--- src/rtl/branch_predictor.sv ---
// branch_predictor: direct-mapped dynamic branch predictor for the RV32 pipeline.
// IF side: asynchronous lookup of a 2-bit saturating counter plus a tagged
// target buffer. EX side: trains on the resolved outcome and raises a redirect
// when the piped prediction was wrong.
// Optional feature macro: BP_STATS_EN adds br_cnt / miss_cnt statistics ports.
//
// ex_valid is a plain qualifier (no ready): when low, the EX inputs are
// ignored and no state changes; when high with is_br or is_jump set, the
// outcome is consumed on the rising edge that ends the cycle.
module branch_predictor #(
  parameter int ADDR_W = 32,
  parameter int IDX_W  = 4,
  parameter int TAG_W  = ADDR_W - IDX_W - 2
) (
  input  logic              clk,
  input  logic              rstn,
  input  logic [ADDR_W-1:0] if_pc,
  output logic              pred_taken,
  output logic [ADDR_W-1:0] pred_target,
  input  logic              ex_valid,
  input  logic [ADDR_W-1:0] ex_pc,
  input  logic              ex_is_br,
  input  logic              ex_is_jump,
  input  logic              ex_taken,
  input  logic [ADDR_W-1:0] ex_target,
  input  logic              ex_pred_taken,
  input  logic [ADDR_W-1:0] ex_pred_target,
  output logic              mispredict,
  output logic [ADDR_W-1:0] redirect_pc
`ifdef BP_STATS_EN
  ,
  output logic [31:0]       br_cnt,
  output logic [31:0]       miss_cnt
`endif
);

  localparam int ENTRIES = 1 << IDX_W;

  // Counter encoding: 00 strongly not-taken .. 11 strongly taken.
  logic [ENTRIES-1:0] valid_q;
  logic [1:0]         ctr_q [ENTRIES];
  logic [TAG_W-1:0]   tag_q [ENTRIES];
  logic [ADDR_W-1:0]  tgt_q [ENTRIES];

  logic [IDX_W-1:0] if_idx, ex_idx;
  logic [TAG_W-1:0] if_tag, ex_tag;
  logic             if_hit, ex_hit;
  logic             train, ctr_we;
  logic [1:0]       ctr_old, ctr_nxt;
  logic             unused_pc_bits;

  assign if_idx = if_pc[IDX_W+1:2];
  assign if_tag = if_pc[ADDR_W-1:IDX_W+2];
  assign ex_idx = ex_pc[IDX_W+1:2];
  assign ex_tag = ex_pc[ADDR_W-1:IDX_W+2];

  // Instructions are word aligned; the byte-offset bits never select anything.
  assign unused_pc_bits = ^{if_pc[1:0], ex_pc[1:0]};

  // IF lookup: no bypass, a same-cycle EX write is seen next cycle.
  assign if_hit      = valid_q[if_idx] && (tag_q[if_idx] == if_tag);
  assign pred_taken  = if_hit && ctr_q[if_idx][1];
  assign pred_target = pred_taken ? tgt_q[if_idx] : if_pc + ADDR_W'(4);

  // EX resolution: an illegal br+jump combination counts as a jump.
  assign train       = ex_valid && (ex_is_br || ex_is_jump);
  assign ex_hit      = valid_q[ex_idx] && (tag_q[ex_idx] == ex_tag);
  assign ctr_old     = ctr_q[ex_idx];
  assign ctr_we      = train && (ex_hit || ex_taken);
  assign mispredict  = train && ((ex_taken != ex_pred_taken) ||
                                 (ex_taken && (ex_target != ex_pred_target)));
  assign redirect_pc = ex_taken ? ex_target : ex_pc + ADDR_W'(4);

  // Next counter value: saturating step on a hit, fresh bias on allocation.
  always_comb begin
    ctr_nxt = ctr_old;
    if (ex_hit) begin
      if (ex_taken) begin
        if (ctr_old != 2'b11) ctr_nxt = ctr_old + 2'd1;
      end else begin
        if (ctr_old != 2'b00) ctr_nxt = ctr_old - 2'd1;
      end
    end else begin
      ctr_nxt = ex_is_jump ? 2'b11 : 2'b10;
    end
  end

  // Valid bits and counters: reset wins over any training write.
  always_ff @(posedge clk) begin
    if (!rstn) begin
      valid_q <= '0;
      for (int i = 0; i < ENTRIES; i++) ctr_q[i] <= 2'b01;
    end else if (ctr_we) begin
      valid_q[ex_idx] <= 1'b1;
      ctr_q[ex_idx]   <= ctr_nxt;
    end
  end

  // Tag and target: any taken outcome (hit or allocation) rewrites them.
  always_ff @(posedge clk) begin
    if (rstn && train && ex_taken) begin
      tag_q[ex_idx] <= ex_tag;
      tgt_q[ex_idx] <= ex_target;
    end
  end

`ifdef BP_STATS_EN
  // Statistics: count training events and mispredicts, wrap at 2^32.
  always_ff @(posedge clk) begin
    if (!rstn) begin
      br_cnt   <= '0;
      miss_cnt <= '0;
    end else begin
      if (train)      br_cnt   <= br_cnt + 32'd1;
      if (mispredict) miss_cnt <= miss_cnt + 32'd1;
    end
  end
`endif

endmodule

--- config.mk ---
export PLATFORM = sky130hd
export DESIGN_NAME = branch_predictor
export DESIGN_NICKNAME = d
export VERILOG_FILES = /design/src/rtl/branch_predictor.sv
export SDC_FILE = /design/constraint.sdc
export NUM_CORES = 1
export LEC_CHECK = 0
export CELL_PAD_IN_SITES_DETAIL_PLACEMENT = 0
export CELL_PAD_IN_SITES_GLOBAL_PLACEMENT = 1
export CORE_MARGIN = 4
export CORE_UTILIZATION = 49
export CTS_BUF_LIST = sky130_fd_sc_hd__clkbuf_8
export CTS_CLUSTER_DIAMETER = 60
export DETAILED_ROUTE_END_ITERATION = 8
export HOLD_SLACK_MARGIN = 0.12
export PLACE_DENSITY = 0.81
export SETUP_SLACK_MARGIN = 0.1
export SKIP_LAST_GASP = 1
export SYNTH_ARGS = -nofsm -noshare
export SYNTH_HDL_FRONTEND = slang
export SYNTH_SLANG_ARGS = --single-unit
export TNS_END_PERCENT = 50
--- constraint.sdc ---
create_clock -name clk -period 7.3 [get_ports clk]
set_input_delay 2.19 -clock clk [delete_from_list [all_inputs] [get_ports clk]]
set_output_delay 2.19 -clock clk [all_outputs]
set_load 0.01 [all_outputs]
* Word-level counts from Yosys, hierarchy flattened
Memory sizes are Yosys's and may differ from the RTL's.
Cells that the tools add are included.
** Word-level totals
- Register bits :: 16
- Memory bits (writable) :: 960
- Word-level logic and storage cells :: 54
- Memories kept :: 3
** Cells by class
- $add $sub $neg :: 4
- $lt $le $gt $ge :: 3
- Eq/ne operators :: 5
- Mux-type cells :: 22
- Bitwise gates (word level) :: 1
- Reduce and logical (&&, ||, !) cells :: 15
** Memories
- tgt_q :: depth 16, bits a word 32, read ports 1, clocked after Yosys merged registers in 0, wr ports 1, line 43 : logic [ADDR_W-1:0] tgt_q [ENTRIES];
- tag_q :: depth 16, bits a word 26, read ports 2, clocked after Yosys merged registers in 0, wr ports 1, line 42 : logic [TAG_W-1:0] tag_q [ENTRIES];
- ctr_q :: depth 16, bits a word 2, read ports 2, clocked after Yosys merged registers in 0, wr ports 16, line 41 : logic [1:0] ctr_q [ENTRIES];
** Operators with widths (number)
- adder 32 x 3 -> 32 bit, second input constant :: 2
- 2-to-1 mux 32 bit :: 2
- equality test 26 bit :: 2
- inequality test 32 bit :: 1
- bitwise OR 16 bit :: 1
- 2-to-1 mux 1 bit :: 11
- logical AND 1 bit :: 10
- < comparator 4 x 5 -> 1 bit, second input constant :: 2
- 2-to-1 mux 2 bit :: 5
- binary-select mux 1 bit (select 4 bit) :: 2
- demux 1 bit (select 4 bit) :: 1
- >= comparator 4 x 1 -> 1 bit, second input constant :: 1
- 2-to-1 mux 4 bit :: 1
- logical OR 1 bit :: 3
- adder 2 x 1 -> 2 bit, second input constant :: 1
- inequality test 2 bit, second input constant :: 1
- nonzero test 2 bit :: 1
- OR reduction 2 bit :: 1
- subtractor 2 x 1 -> 2 bit, second input constant :: 1
- inequality test 1 bit :: 1

* Longest topological paths before layout
- Depth after elaboration :: 10
- Depth in mapped cells :: 15
- Gate-level depth less buffers :: 10

* Least setup slack after synthesis
No wires, ideal clock.
- Kind :: input to output
- From :: input port if_pc[3]
- To :: output port pred_target[19]
- Arrival time :: 5.400 ns
- Path slack :: -0.290 ns
- Stages on the path :: 11
- Cell sequence :: clkbuf_1 > buf_2 > buf_1 > clkbuf_1 > mux4_2 > mux4_2 > xnor2_1 > nand4_1 > nor4_4 > buf_4 > mux2_1
** On the way
- Longest elaborated chain between the ends :: 5
- Elaborated cells on any way between the ends :: 10
** Ends and longest elaborated chain
- start: declaration :: line 17 : input logic [ADDR_W-1:0] if_pc,
- memory read (16 x 26 bit) or binary-select mux 1 bit (select 4 bit) (tied branches)
- equality test 26 bit or 2-to-1 mux 1 bit (tied branches) :: line 61 : assign if_hit = valid_q[if_idx] && (tag_q[if_idx] == if_tag);
- logical AND 1 bit :: line 61
- logical AND 1 bit :: line 62 : assign pred_taken = if_hit && ctr_q[if_idx][1];
- 2-to-1 mux 32 bit (*) :: line 63 : assign pred_target = pred_taken ? tgt_q[if_idx] : if_pc + ADDR_W'(4);
- end: declaration :: line 19 : output logic [ADDR_W-1:0] pred_target,
Every way passes the cells marked *; elsewhere a longest branch is shown, timed or not. The select of a mux whose other input is x is not followed.

* Worst setup path in the final report
- From :: input port if_pc[2]
- To :: output port pred_target[19]
Same word-level chain as after synthesis.

==> flow_summary.toml <==
[setup_path]
critPathKind = "in -> out"
reg2regPathDepth = 13
required_ps = 5110
worstSetupStartpoint = "if_pc[2]"
r2r_slack_ps = 3630
cp-start-kind = "input pin"
crit_fanout = 4
arrival_ps = 5510
rr_startpoint = "tag_q[13][13]"
worstSetupEndpointType = "output pin"
reg2reg_to = "ctr_q[12][1]"

[yosys]
synth-edff-count = 960
synth_cells = 2386
ys_seq_area_share_pct = 66.2
yosysWarnings = 0
synth.distinct_cells = 67
ys_ff_latch = 976
yosys-top-cells-area = "edfxtp_1 65%, mux4_2 19%, mux2i_1 2.1%"
synth_top_family_by_area = "multiplexers"
synth_top_area_share_pct = 65.5
ys.flop_type = "edfxtp_1"
postSynthAreaPerCell_um2 = 18.5
synth_top_area_cell = "edfxtp_1"
synth-simple-area-share_pct = 4.09
synth_compound_gate_area_share_pct = 3.81
synthArstFlopShare_pct = 0
syn_area_um2 = 44000
syn-num-nets = 2526
synth_xor_area_share_pct = 2.45
synth_mux_area_share_pct = 21.5
synthAdderAreaFrac_pct = 0.165

[drt]
dr.pass1.iters = 5
num_vias = 27640
wl_per_cell_um = 33.9
wl_um = 141000
ant_nets = 0
drc = 0
drtIter0Drc = 4291
viasPerCell = 6.65

[global_route]
grt_pass1_vias = 27630
grt_first_pass_wirelength_um = 200000
antenna_found_initial = 5
track_usage_pct = 29.8
grt-ovfl-total = 0
grt_max_degree = 112

[cells_and_area]
design_area_um2 = 52900
fin_util_pct = 59.6
layout_common_cells = "960 x edfxtp_1, 367 x mux4_2, 239 x buf_4"
final_cells = 4159
final_common_cell = "edfxtp_1"
syn2layout_area_growth_pct = 20.2
final_layout_size_suffix_gt1_share_pct = 34.0
final_net_count = 3009
nFillCells = 6438

[sta]
max_freq_mhz = 130
setup_violations = 39
fin_ws_ps = -401
relSlewSlack_pct = 33.7
timing.hold.ws_ps = 497
finalHoldViolCount = 0
fin_worst_skew_ps = 62.3
min_period_ps = 7700
finalCritPeriodShare_pct = 105
tightest_slew_ps = 990
tns_ps = -11410
rsz0062_at_grt = "true"
drv_slew = 0

[min_path]
worstHoldEndpoint = "valid_q[7]"
min_path_type = "reg -> reg"
whs_path_depth = 1
worstHoldStart = "valid_q[7]"

[place]
io_buffers = 200
gp_congestion = 0.978
placedCellCount = 3852
dp_slack_ps = -1220
dp_hpwl_um = 89000
place_area_um2 = 49400

[pwr]
power_leakage_nw = 17.5
power.density_nw_per_um2 = 225
ir_drop_mv = 0.139
power.total_mw = 11.9

[die]
die_w_um = 308
ioPinCount = 201
start_util_pct = 49.6
die_area_um2 = 94700
rows = 109
core_region_area_um2 = 88800
die_height_um = 308

[clocking]
numCtsBuffers = 156
clk_path_buf_depth = 3
htree_levels = 4
cts_tree = "built"
clockRootBuffer = "clkbuf_8"
cts_sinks = 976
clkTransAtPathRegs_ps = 60
insertion_delay_ps = 860

[flow_run]
cap_violations = 0

[run_status]
outcome = "finished, violations left"
violations = "setup timing"
## synth_stat cells, drive strengths merged, types with 3 or more instances
master,n
a221oi,4
and4,7
nand4,35
o21ai,82
a211o,4
xor2,48
a32oi,3
inv,22
ha,5
nor2b,16
or3,4
edfxtp,960
nand3,47
nor4,18
nor3,15
nor2,67
dfxtp,16
a2111oi,5
xnor2,75
a32o,17
nand2,127
clkbuf,89
mux4,367
mux2,24
a2bb2oi,3
a22o,7
a31o,16
o211ai,8
o22ai,7
o2bb2ai,3
a31oi,6
a211oi,6
a21oi,13
buf,78
mux2i,91
a22oi,34
and2,7
and3,18
## power breakdown
part / leakage, nW / internal [mW] / total, mW / switching [mW]
clock network: 1.65 / 2.26 / 4.50 / 2.24
logic: 7.08 / 0.530 / 1.19 / 0.660
registers: 8.80 / 6.19 / 6.21 / 0.0146
total: 17.5 / 8.98 / 11.9 / 2.92
## worst max-delay path by stage
| stage | end | cells past startpoint | slack (ps) |
|---|---|---|---|
| after floorplan | pred_target[19] | 11 | 100 |
| after global routing | pred_target[3] | 14 | -470 |
| after global placement | pred_target[4] | 13 | -1190 |
| final | pred_target[19] | 13 | -400 |
| after CTS | redirect_pc[31] | 13 | -390 |
| after detailed placement | pred_target[4] | 13 | -1220 |
## sequential cells by signal (all words and copies together) (netlist names)
name and count:
valid_q 16, tag_q 416, ctr_q 32, tgt_q 512
## area by class of cell
type | count | area, um2 | area share (%)
multi-input cells | 1220 | 14500 | 27.4
inverters | 23 | 86.3 | 0.163
clock buffers | 156 | 2150 | 4.06
well taps | 1165 | 1460 | 2.75
flip-flops and latches | 976 | 29100 | 55.1
repair buffers | 492 | 4760 | 9.00
diodes | 2 | 5.00 | 0.00946
clock inverters | 125 | 837 | 1.58
## worst max-delay path, stage by stage
cell and delay [ps]:
buf_16 120, buf_4 140, mux4_2 490, mux4_2 510, xnor2_2 190, nand4_1 230
or4_4 650, nor4_4 160, buf_6 170, buf_6 100, buf_8 120, mux2_4 310
buf_6 120
## routing by layer
metal  wire length [um]  GRT usage [%]  part of all wire (%)
met5                 24              0                 0.017
met4               5540           11.3                   3.9
met3              16200           7.13                    12
met2              67000           47.3                    47
met1              52300           40.7                    37
## cell families (layout without fill, tap and decap cells)
logic type | Yosys count | count (layout)
and+or+nand+nor | 370 | 370
xor gates and xnor gates | 123 | 123
adders and majority gates | 6 | 6
DFF | 976 | 976
buffers and inverters | 190 | 796
muxes | 482 | 482
AOI/OAI and AO/OA | 239 | 239
other | 0 | 2
## timing repair
item / in CTS / in global routing
hold buffers: 0 / 0
setup endpoints to repair: 48 / 48
setup buffers: 6 / 8
pin swaps: 6 / 7
gates resized for setup: 176 / 76
cloned: 5 / 5
Note: power is estimated with default switching activity, not from simulation.
